### config.mk
export PLATFORM = sky130hd
export DESIGN_NAME = animation_ctl
export DESIGN_NICKNAME = d
export VERILOG_FILES = /design/src/rtl/animation_pkg.sv /design/src/rtl/edge_detect.sv /design/src/rtl/animation_ctl.sv
export SDC_FILE = /design/constraint.sdc
export NUM_CORES = 1
export LEC_CHECK = 0
export CORE_MARGIN = 1
export CORE_UTILIZATION = 50
export CTS_CLUSTER_SIZE = 10
export DETAILED_ROUTE_END_ITERATION = 10
export HOLD_SLACK_MARGIN = 0.08
export PLACE_DENSITY_LB_ADDON = 0.12
export SYNTH_ARGS = -nofsm -noshare
export SYNTH_HDL_FRONTEND = slang
export SYNTH_SLANG_ARGS = --single-unit
### constraint.sdc
create_clock -name clk -period 4.5 [get_ports clk]
set_input_delay 0.675 -clock clk [delete_from_list [all_inputs] [get_ports clk]]
set_output_delay 0.675 -clock clk [all_outputs]
set_load 0.05 [all_outputs]
### src/rtl/animation_pkg.sv
// Shared types and default timing constants for the game-start ladder animation.
package animation_pkg;

    typedef enum logic [1:0] {IDLE, DELAY, RUN, DONE} anim_state_t;

    localparam int unsigned ANIM_FRAMES_PER_STEP = 8;
    localparam int unsigned ANIM_END_COUNT       = 15;
    localparam int unsigned ANIM_START_DELAY     = 30;

endpackage

### src/rtl/edge_detect.sv
// Single-bit rising-edge detector; the pulse is combinational from the live input
// and a registered copy, so it appears in the same cycle as the edge.
module edge_detect (
    input  logic clk,
    input  logic rst,
    input  logic d,
    output logic rise
);

    logic d_q;

    always_ff @(posedge clk) begin
        if (rst) d_q <= 1'b0;
        else     d_q <= d;
    end

    assign rise = d & ~d_q;

endmodule

### src/rtl/animation_ctl.sv
// Game-start ladder animation sequencer: paces the renderer's step counter off
// vertical-blank ticks and signals completion with a one-cycle anim_done pulse.
module animation_ctl
    import animation_pkg::*;
#(
    parameter int unsigned FRAMES_PER_STEP = ANIM_FRAMES_PER_STEP,
    parameter int unsigned END_COUNT       = ANIM_END_COUNT,
    parameter int unsigned START_DELAY     = ANIM_START_DELAY
) (
    input  logic       clk,
    input  logic       rst,
    input  logic       start_game,
    input  logic       skip,
    input  logic       vblnk,
    output logic       animation,
    output logic [3:0] counter,
    output logic       anim_done
);

    localparam logic [7:0] FPS_C   = 8'(FRAMES_PER_STEP);
    localparam logic [7:0] DELAY_C = 8'(START_DELAY);
    localparam logic [3:0] END_C   = 4'(END_COUNT);

    logic tick, trig;

    edge_detect u_vblnk_edge (.clk(clk), .rst(rst), .d(vblnk),      .rise(tick));
    edge_detect u_start_edge (.clk(clk), .rst(rst), .d(start_game), .rise(trig));

    anim_state_t state, state_d;
    logic [7:0]  frame_cnt, frame_cnt_d, frame_inc;
    logic [3:0]  counter_d, counter_inc;
    logic        animation_d, anim_done_d;

    always_ff @(posedge clk) begin
        if (rst) begin
            state     <= IDLE;
            frame_cnt <= '0;
            counter   <= '0;
            animation <= 1'b0;
            anim_done <= 1'b0;
        end else begin
            state     <= state_d;
            frame_cnt <= frame_cnt_d;
            counter   <= counter_d;
            animation <= animation_d;
            anim_done <= anim_done_d;
        end
    end

    always_comb begin
        state_d     = state;
        frame_cnt_d = frame_cnt;
        counter_d   = counter;
        frame_inc   = frame_cnt + 8'd1;
        counter_inc = counter + 4'd1;

        unique case (state)
            IDLE: begin
                counter_d = '0;
                if (trig) begin
                    state_d     = (DELAY_C == 8'd0) ? RUN : DELAY;
                    frame_cnt_d = '0;
                end
            end
            DELAY: begin
                if (!start_game) begin
                    state_d     = IDLE;
                    counter_d   = '0;
                    frame_cnt_d = '0;
                end else if (skip) begin
                    state_d     = DONE;
                    counter_d   = END_C;
                    frame_cnt_d = '0;
                end else if (tick) begin
                    if (frame_inc == DELAY_C) begin
                        state_d     = RUN;
                        frame_cnt_d = '0;
                    end else begin
                        frame_cnt_d = frame_inc;
                    end
                end
            end
            RUN: begin
                if (!start_game) begin
                    state_d     = IDLE;
                    counter_d   = '0;
                    frame_cnt_d = '0;
                end else if (skip) begin
                    state_d     = DONE;
                    counter_d   = END_C;
                    frame_cnt_d = '0;
                end else if (tick) begin
                    if (frame_inc == FPS_C) begin
                        frame_cnt_d = '0;
                        counter_d   = counter_inc;
                        if (counter_inc == END_C) state_d = DONE;
                    end else begin
                        frame_cnt_d = frame_inc;
                    end
                end
            end
            DONE: begin
                counter_d = END_C;
                if (!start_game) begin
                    state_d     = IDLE;
                    counter_d   = '0;
                    frame_cnt_d = '0;
                end
            end
        endcase

        // Outputs are registered from the next state so they line up with the state change.
        animation_d = (state_d == DELAY) || (state_d == RUN);
        anim_done_d = (state_d == DONE) && (state != DONE);
    end

endmodule

==> results.md, run 1 <==
* Status: completed
* Die width at about 54 µm
* # Post-CTS Setup Buffers at 0
* Final Slew Violations at 0
* Min-Delay Path Class: register to register
* # rows at 18
* TritonCTS clock tree: built
* Worst-margin pin slew at between 0.7 and 0.8 ns
* IO Port Bufs at 10
* Post-Place Setup Slack at roughly 1.7 ns
* YS warnings at 0
* Largest net degree at the start of global routing at 19
* Most used DFF post-synth: dfxtp_1
* Syn nets at approximately 180
* GRT Util Overall at between 20% and 30%
* Via-to-Cell Ratio at 6.00
* Clk_skew at 0.00435 ns
* Final layout net count at 191
* Mapped Avg Cell Area at between 8 and 9 µm²
* Die ar. at about 2900 µm²
* Period utilization at between 60% and 70%
* Crit. End Element: register
* Ports at 11
* Yosys top cell by area: dfxtp_1
* Post-synth top area share at roughly 27%
* CTS H-tree depth at 1
* Register area share after synthesis at a little over a quarter
* MaxCap Viol Count at 0
* List of most frequent post-synthesis cells: dfxtp_1 (18), nand2_1 (18), nor2_1 (12), nand3_1 (11), ha_1 (10)
* Max frequency at roughly 370 MHz
* Resized cells post-CTS at 0
* Synth unique cells at 44
* Root buffer cell: clkbuf_4
* # clock sinks at 18
* Ratio of cells with drive above 1 in the final layout at 9.14%
* GP Congestion at 0.867
* Global-route wire length before repair at slightly below 5 mm
* CTS Hold Bufs at 0
* ANT nets after route at 0
* Setup-failing EPs final at 0
* Vias in the first global route at 1147
* Drt drc at 0
* Clock transition at path regs at between 0.1 and 0.15 ns
* Min cycle time layout at ~2.7 ns
* Max clock buf depth at 2
* Peak supply drop at 0.205 mV
* Asr flop ratio synth at 0%
* Total wire length at slightly below 3 mm
* Final hold vios at 0
* CP max FO at 8
* P&R area growth vs syn at 10.7%
* Starting Density at between 50% and 60%
* #FFs+latches synth at 18
* Power density over cell area at 219 nW/µm²
* Starting DRT DRC Count at 29
* Skew-Pair Late Insertion Delay at 0.30 ns
* Total global routing overflow at 0
* Post-Syn Area at about 1300 µm²
* Core ar. at 2500 µm²
* Cts bufs inserted at 3
* Drt wl/cell at 14.5 µm
* Total number of vias at between 1000 and 1500
* Mapped Cells at roughly 170
* Crit path arrival time at between 2 and 3 ns
* Leak at 0.000517 µW
* Antenna violations before repair at 0
* # diodes at 0
* RSZ-0062 raised after global routing: false
* DR pass1 iterations at 4
* Ranking of synthesized cells by area: dfxtp_1 (27%), ha_1 (9.3%), nand2_1 (5.0%)
* Critical path class: register to register
* Die height at 53.8 µm
* Post-synth EDFFs at 0
* Crit start category: register
* Critical Path RT at around 4.7 ns
* Total Neg Setup Slack at 0 ns
* Final HPWL DP at 2.23 mm
* Worst Slack Setup Final at about 1.8 ns
* Rel. slew slack at just under 50%
-- through the flow --
step                      hold slack (ns)  std cells  cell area (µm²)  utilization (%)  power (µW)
after floorplan                     0.487        167             1340                -         209
after global placement              0.480        201             1450             58.0         224
after detailed placement            0.490        201             1450             58.0         224
after CTS                           0.509        205             1490             59.4         327
after global routing                0.537        205             1490             59.4         338
final                               0.507        205             1490             59.4         325
-- where the power goes --
part | leakage [µW] | internal (µW) | switching, µW
logic | 0.000350 | 21.1 | 34.3
registers | 0.000146 | 163 | 3.27
clock network | 0.0000210 | 49.3 | 53.9
total | 0.000517 | 233 | 91.4
-- registers in the layout, summed over array words and instances, names as in the netlist --
name              cells
anim_done             1
animation             1
counter               4
frame_cnt             8
state                 2
u_start_edge.d_q      1
u_vblnk_edge.d_q      1
-- kinds of logic (layout without fill, tap and decap cells) --
kind of cell	Yosys count	after routing	synth area share (%)
and+or+nand+nor	71	71	27.6
adders and majority gates	10	10	9.33
xor gates and xnor gates	5	5	3.26
DFF	18	18	26.9
AOI/OAI and AO/OA	48	48	28.2
buffers and inverters	15	23	4.76
-- critical path: stages (launching register included) --
cell and delay, ns:
dfxtp_1 0.47, ha_1 0.37, nand3_1 0.26, nor4b_1 0.56, a311oi_1 0.19, o41ai_2 0.31
ha_1 0.29, nor2b_1 0.12
-- final cells by class --
cell class                 count  area, µm²
fill                         234       1010
multi-input combinational    134        917
sequential                    18        360
timing repair buffer          10        100
tap                           30       37.5
clock buffer                   4       36.3
inverter                       9       33.8
-- layer usage --
layer	wire, µm	vias to the layer above	track usage (%)
met5	0	-	0
met4	19	0	7.46
met1	1460	583	28.1
li1	-	625	-
met3	82	2	4.24
met2	1410	21	39.9
-- placed cells by master (no fill, tap or decap), drive strengths merged, types with 2 or more instances in the layout --
master	instances
ha	10
and3	2
nor2	12
dfxtp	18
nor4	2
and2	4
inv	9
nand2	18
o21ai	10
clkbuf	4
nand3	11
o22ai	2
nand2b	4
nor2b	8
a21oi	13
a211oi	3
o31ai	2
xnor2	4
clkdlybuf4s50	10
a211o	5
a22oi	2
a311oi	2
nand4	3
-- final timing paths --
check                             startpoint         end  slack [ns]  cells past startpoint
worst max register to register  frame_cnt[0]   animation        1.80                      7
worst min register to register    counter[3]  counter[3]        0.51                      2
worst min-delay path              counter[3]  counter[3]        0.51                      2
worst max-delay path            frame_cnt[0]   animation        1.80                      7
Note: power is estimated with default switching activity, not from simulation.
==> run 2: changes to the inputs <==
==> constraint.sdc (replaced) <==
create_clock -name clk -period 2.4 [get_ports clk]
set_input_delay 0.36 -clock clk [delete_from_list [all_inputs] [get_ports clk]]
set_output_delay 0.36 -clock clk [all_outputs]
set_load 0.05 [all_outputs]
==> results.md, run 2 (same netlist as run 1, synthesis figures left out) <==
* Overall Power at 618 µW
* CP max FO at 7
* Period utilization at between 90% and 100%
* Design area at between 1500 and 2000 µm²
* Largest net degree at the start of global routing at 12
* Starting DRT DRC Count at 24
* Max FFs per register at 8
* Root buffer cell: clkbuf_4
* Final Slew Violations at 0
* Peak supply drop at 0.328 mV
* Hold Path Depth at 2
* Crit. End Element: register
* Status: completed
* Min cycle time layout at roughly 2.3 ns
* Die ar. at between 2000 and 3000 µm²
* RR Startpoint: frame_cnt[0]
* Total Neg Setup Slack at 0 ns
* # rows at 18
* Cts bufs inserted at 3
* Die width at roughly 54 µm
* Post-Place Setup Slack at between 0.01 and 0.015 ns
* Crit start category: register
* TritonCTS clock tree: built
* Via-to-Cell Ratio at between 6 and 7
* R2R depth at 8
* # Post-CTS Setup Buffers at 0
* GRT Util Overall at between 20% and 30%
* Core ar. at approximately 2500 µm²
* Final HPWL DP at around 2.3 mm
* # clock sinks at 18
* Max clock buf depth at 2
* Total global routing overflow at 0
* Ratio of cells with drive above 1 in the final layout at between 15 and 20%
* Antenna violations before repair at 0
* ANT nets after route at 0
* Most common cell after layout, fill and taps aside: nand2_1
* Starting Density at a little over half
* Skew-Pair Late Insertion Delay at ~0.30 ns
* MaxCap Viol Count at 0
* GP Congestion at 0.876
* Max frequency at 441 MHz
* Reg-to-Reg End: animation
* Leak at 0.000570 µW
* # diodes at 0
* P&R area growth vs syn at 18.7%
* Min-Delay Path Class: register to register
* R2R Setup Slk at 0.13 ns
* Global-route wire length before repair at 5.18 mm
* Die height at between 50 and 60 µm
* Ports at 11
* Most frequent cells in the layout: nand2_1 (18), dfxtp_1 (16), nor2_1 (12)
* Worst Min Path Start: counter[3]
* Total wire length at roughly 3.1 mm
* Final layout net count at approximately 200
* Drt wl/cell at 14.3 µm
* Critical path class: register to register
* DR pass1 iterations at 4
* Final hold vios at 0
* Clock transition at path regs at between 0.1 and 0.15 ns
* Placed insts at around 210
* Setup-failing EPs final at 0
* Drt drc at 0
* Most flop-heavy register: frame_cnt
* IO Port Bufs at 10
* CTS Hold Bufs at 0
* CTS H-tree depth at 1
* Clk_skew at roughly 0.0020 ns
* Critical Path RT at between 2 and 3 ns
* Rel. slew slack at 66.5%
* Resized cells post-CTS at 1
* Worst-margin pin slew at between 0.5 and 0.6 ns
* Vias in the first global route at ~1200
* Total number of vias at 1306
* Final Non-Filler Cells at roughly 220
* Top flop regs: frame_cnt x8, counter x4, state x2
* Placed Area at between 1500 and 2000 µm²
* Crit path arrival time at ~2.5 ns
* Power density over cell area at between 300 and 400 nW/µm²
* WHS Endpoint: counter[3]
* Worst Slack Setup Final at about 0.13 ns
## run 2: worst max-delay path by stage
stage | start | end | slack (ns) | cells past startpoint
final | frame_cnt[0] | animation | 0.13 | 8
after global routing | frame_cnt[0] | animation | -0.01 | 9
after CTS | frame_cnt[0] | animation | 0.02 | 9
after global placement | state[0] | animation | 0.05 | 8
after detailed placement | frame_cnt[0] | animation | 0.01 | 9
after floorplan | frame_cnt[0] | animation | 0.13 | 8
## run 2: routing by layer
metal / share of wire [%] / global-route usage [%] / wire [µm]
met5: 0 / 0 / 0
met4: 2.4 / 13.2 / 73
met1: 45 / 30.6 / 1380
met3: 2.9 / 3.11 / 88
met2: 50 / 41.2 / 1520
## run 2: area by class of cell
cell class                      instances  area, µm²
Clock buffer                            4       36.3
Multi-Input combinational cell        134        946
Tap cell                               30       37.5
Timing Repair Buffer                   20        175
Inverter                                9       33.8
Fill cell                             229        908
Sequential cell                        18        363
## run 2: per-stage QoR
step | utilization [%] | hold WS (ns)
finish | 63.7 | 0.504
global route | 63.7 | 0.536
CTS | 62.5 | 0.499
detailed placement | 61.0 | 0.479
global placement | 61.0 | 0.477
floorplan | - | 0.487
## run 2: critical path, stage by stage (launching register included)
cell      delay [ns]
dfxtp_2         0.41
ha_2            0.26
and3_1          0.20
a31oi_1         0.09
o22ai_2         0.33
a311oi_1        0.20
o41ai_4         0.28
ha_1            0.28
nor2b_1         0.12
## run 2: report_power, final
part	switching (µW)	internal [µW]	leakage, µW
Sequential	6.09	305	0.000147
Clock	97.9	92.5	0.0000210
Combinational	69.7	46.7	0.000402
Total	174	445	0.000570
==> run 3: changes to the inputs <==
==> constraint.sdc (replaced) <==
create_clock -name clk -period 2.4 [get_ports clk]
set_input_delay 0.48 -clock clk [delete_from_list [all_inputs] [get_ports clk]]
set_output_delay 0.48 -clock clk [all_outputs]
set_load 0.05 [all_outputs]
==> results.md, run 3 (same netlist as run 1, synthesis figures left out) <==
* CP max-delay cell: o41ai_2
* Rel. slew slack at between 60 and 70%
* Most flop-heavy register: frame_cnt
* Psw at 169 µW
* Most frequent cells in the layout: buf_4 (19), nand2_1 (18), dfxtp_1 (17)
* Max clock buf depth at 2
* Die width at around 54 µm
* Status: completed
* CTS H-tree depth at 1
* Hold_ws at approximately 0.51 ns
* Internal cell power at 412 µW
* Clk_skew at 0.00577 ns
* # clock sinks at 18
* Core ar. at between 2000 and 2500 µm²
* Ratio of cells with drive above 1 in the final layout at around a fifth
* Global-route wire length before repair at about 5.3 mm
* Peak supply drop at ~0.32 mV
* Net Sw Frac at between 20% and 30%
* Fill cell count at ~220
* Ports at 11
* Vias in the first global route at 1188
* Final Slew Violations at 0
* Crit start category: register
* DR pass1 iterations at 4
* Min-Delay Path Class: register to register
* Top flop regs: frame_cnt x8, counter x4, state x2
* Die ar. at 2890 µm²
* Cts bufs inserted at 3
* Final HPWL DP at 2.44 mm
* IO Port Bufs at 10
* Post-Place Setup Slack at 0.0406 ns
* Starting Density at 53.7%
* Clock power frac at a little over a quarter
* Comb pwr share at around 21%
* Crit. End Element: register
* Share of power burned in registers at between 50 and 60%
* Buffers & Inverters on Critical Path at 1
* Top cell family by delay on the critical path: compound AO/OA/AOI/OAI gates
* Drt drc at 0
* Die height at about 54 µm
* Crit path arrival time at about 2.5 ns
* Worst Slack Setup Final at between 0.1 and 0.15 ns
* Setup-failing EPs final at 0
* Clock transition at path regs at between 0.1 and 0.15 ns
* Root buffer cell: clkbuf_4
* Power density over cell area at roughly 350 nW/µm²
* # diodes at 0
* Total Neg Setup Slack at 0 ns
* Critical Path RT at 2.59 ns
* Cell Chain, Critical Path: buf_4 > nor4bb_1 > a31oi_1 > o22ai_2 > a311oi_1 > o41ai_2 > ha_1 > nor2b_1
* Drt wl/cell at around 14 µm
* Max FFs per register at 8
* TritonCTS clock tree: built
* Worst-margin pin slew at ~0.5 ns
* Leak at between 0.0006 and 0.0007 µW
* MaxCap Viol Count at 0
* GRT Util Overall at 25.1%
* P&R area growth vs syn at 22.2%
* Final layout net count at 210
* Starting DRT DRC Count at 26
* Final hold vios at 0
* Via-to-Cell Ratio at about 5.9
* # rows at 18
* CP max FO at 6
* Skew-Pair Late Insertion Delay at slightly below 0.3 ns
* Most common cell after layout, fill and taps aside: buf_4
* ANT nets after route at 0
* Largest net degree at the start of global routing at 15
* Period utilization at a little over nine tenths
* Total number of vias at roughly 1300
* Max frequency at between 400 and 500 MHz
* Total wire length at 3.22 mm
* Critical path class: register to register
* Min cycle time layout at roughly 2.3 ns
* Total global routing overflow at 0
* Antenna violations before repair at 0
* Largest stage delay, worst path at around 0.4 ns
* GP Congestion at roughly 0.82
* Final Util at between 60% and 70%
* CTS Hold Bufs at 0
## run 3: metal layers
| metal | GRT usage [%] | part of all wire (%) | wire length (µm) |
|---|---|---|---|
| met3 | 2.82 | 2.9 | 94 |
| met4 | 7.46 | 0.78 | 25 |
| met1 | 32.5 | 48 | 1560 |
| met5 | 0 | 0 | 0 |
| met2 | 43.0 | 48 | 1540 |
## run 3: through the flow
step | total power [µW] | cell area [µm²] | instances
after floorplan | 391 | 1340 | 167
after global placement | 431 | 1570 | 217
after detailed placement | 433 | 1570 | 217
after CTS | 584 | 1590 | 220
after global routing | 611 | 1640 | 223
final | 581 | 1640 | 223
## run 3: path summary, 6_finish.rpt
path | from | to | slack [ns] | cells after the start
worst max-delay path | frame_cnt[3] | animation | 0.10 | 8
worst max register to register | frame_cnt[3] | animation | 0.10 | 8
worst min register to register | counter[3] | counter[3] | 0.51 | 2
worst min-delay path | counter[3] | counter[3] | 0.51 | 2
## run 3: tightest hold or removal path: cells and delay by family (launching register included)
family	cells	cell delay (ns)
DFF	1	0.35
and+or+nand+nor	1	0.08
AOI/OAI and AO/OA	1	0.04
## run 3: final cells by class
class                           count  area (µm²)  area share, %
Sequential cell                    18         362           22.1
Tap cell                           30        37.5           2.29
Multi-Input combinational cell    134         941           57.4
Clock buffer                        3        22.5           1.37
Inverter                            9        33.8           2.06
Timing Repair Buffer               29         243           14.8
## run 3: timing repair
action	in CTS	in global routing
gates resized for setup	0	5
setup buffers	0	3
setup endpoints to repair	0	2
## run 3: power by group through the flow
stage / combinational [µW] / clock [µW] / sequential, µW
global placement: 115 / 0 / 316
detailed placement: 117 / 0 / 316
global route: 131 / 170 / 310
finish: 119 / 153 / 309
CTS: 118 / 157 / 309
floorplan: 63.9 / 0 / 327
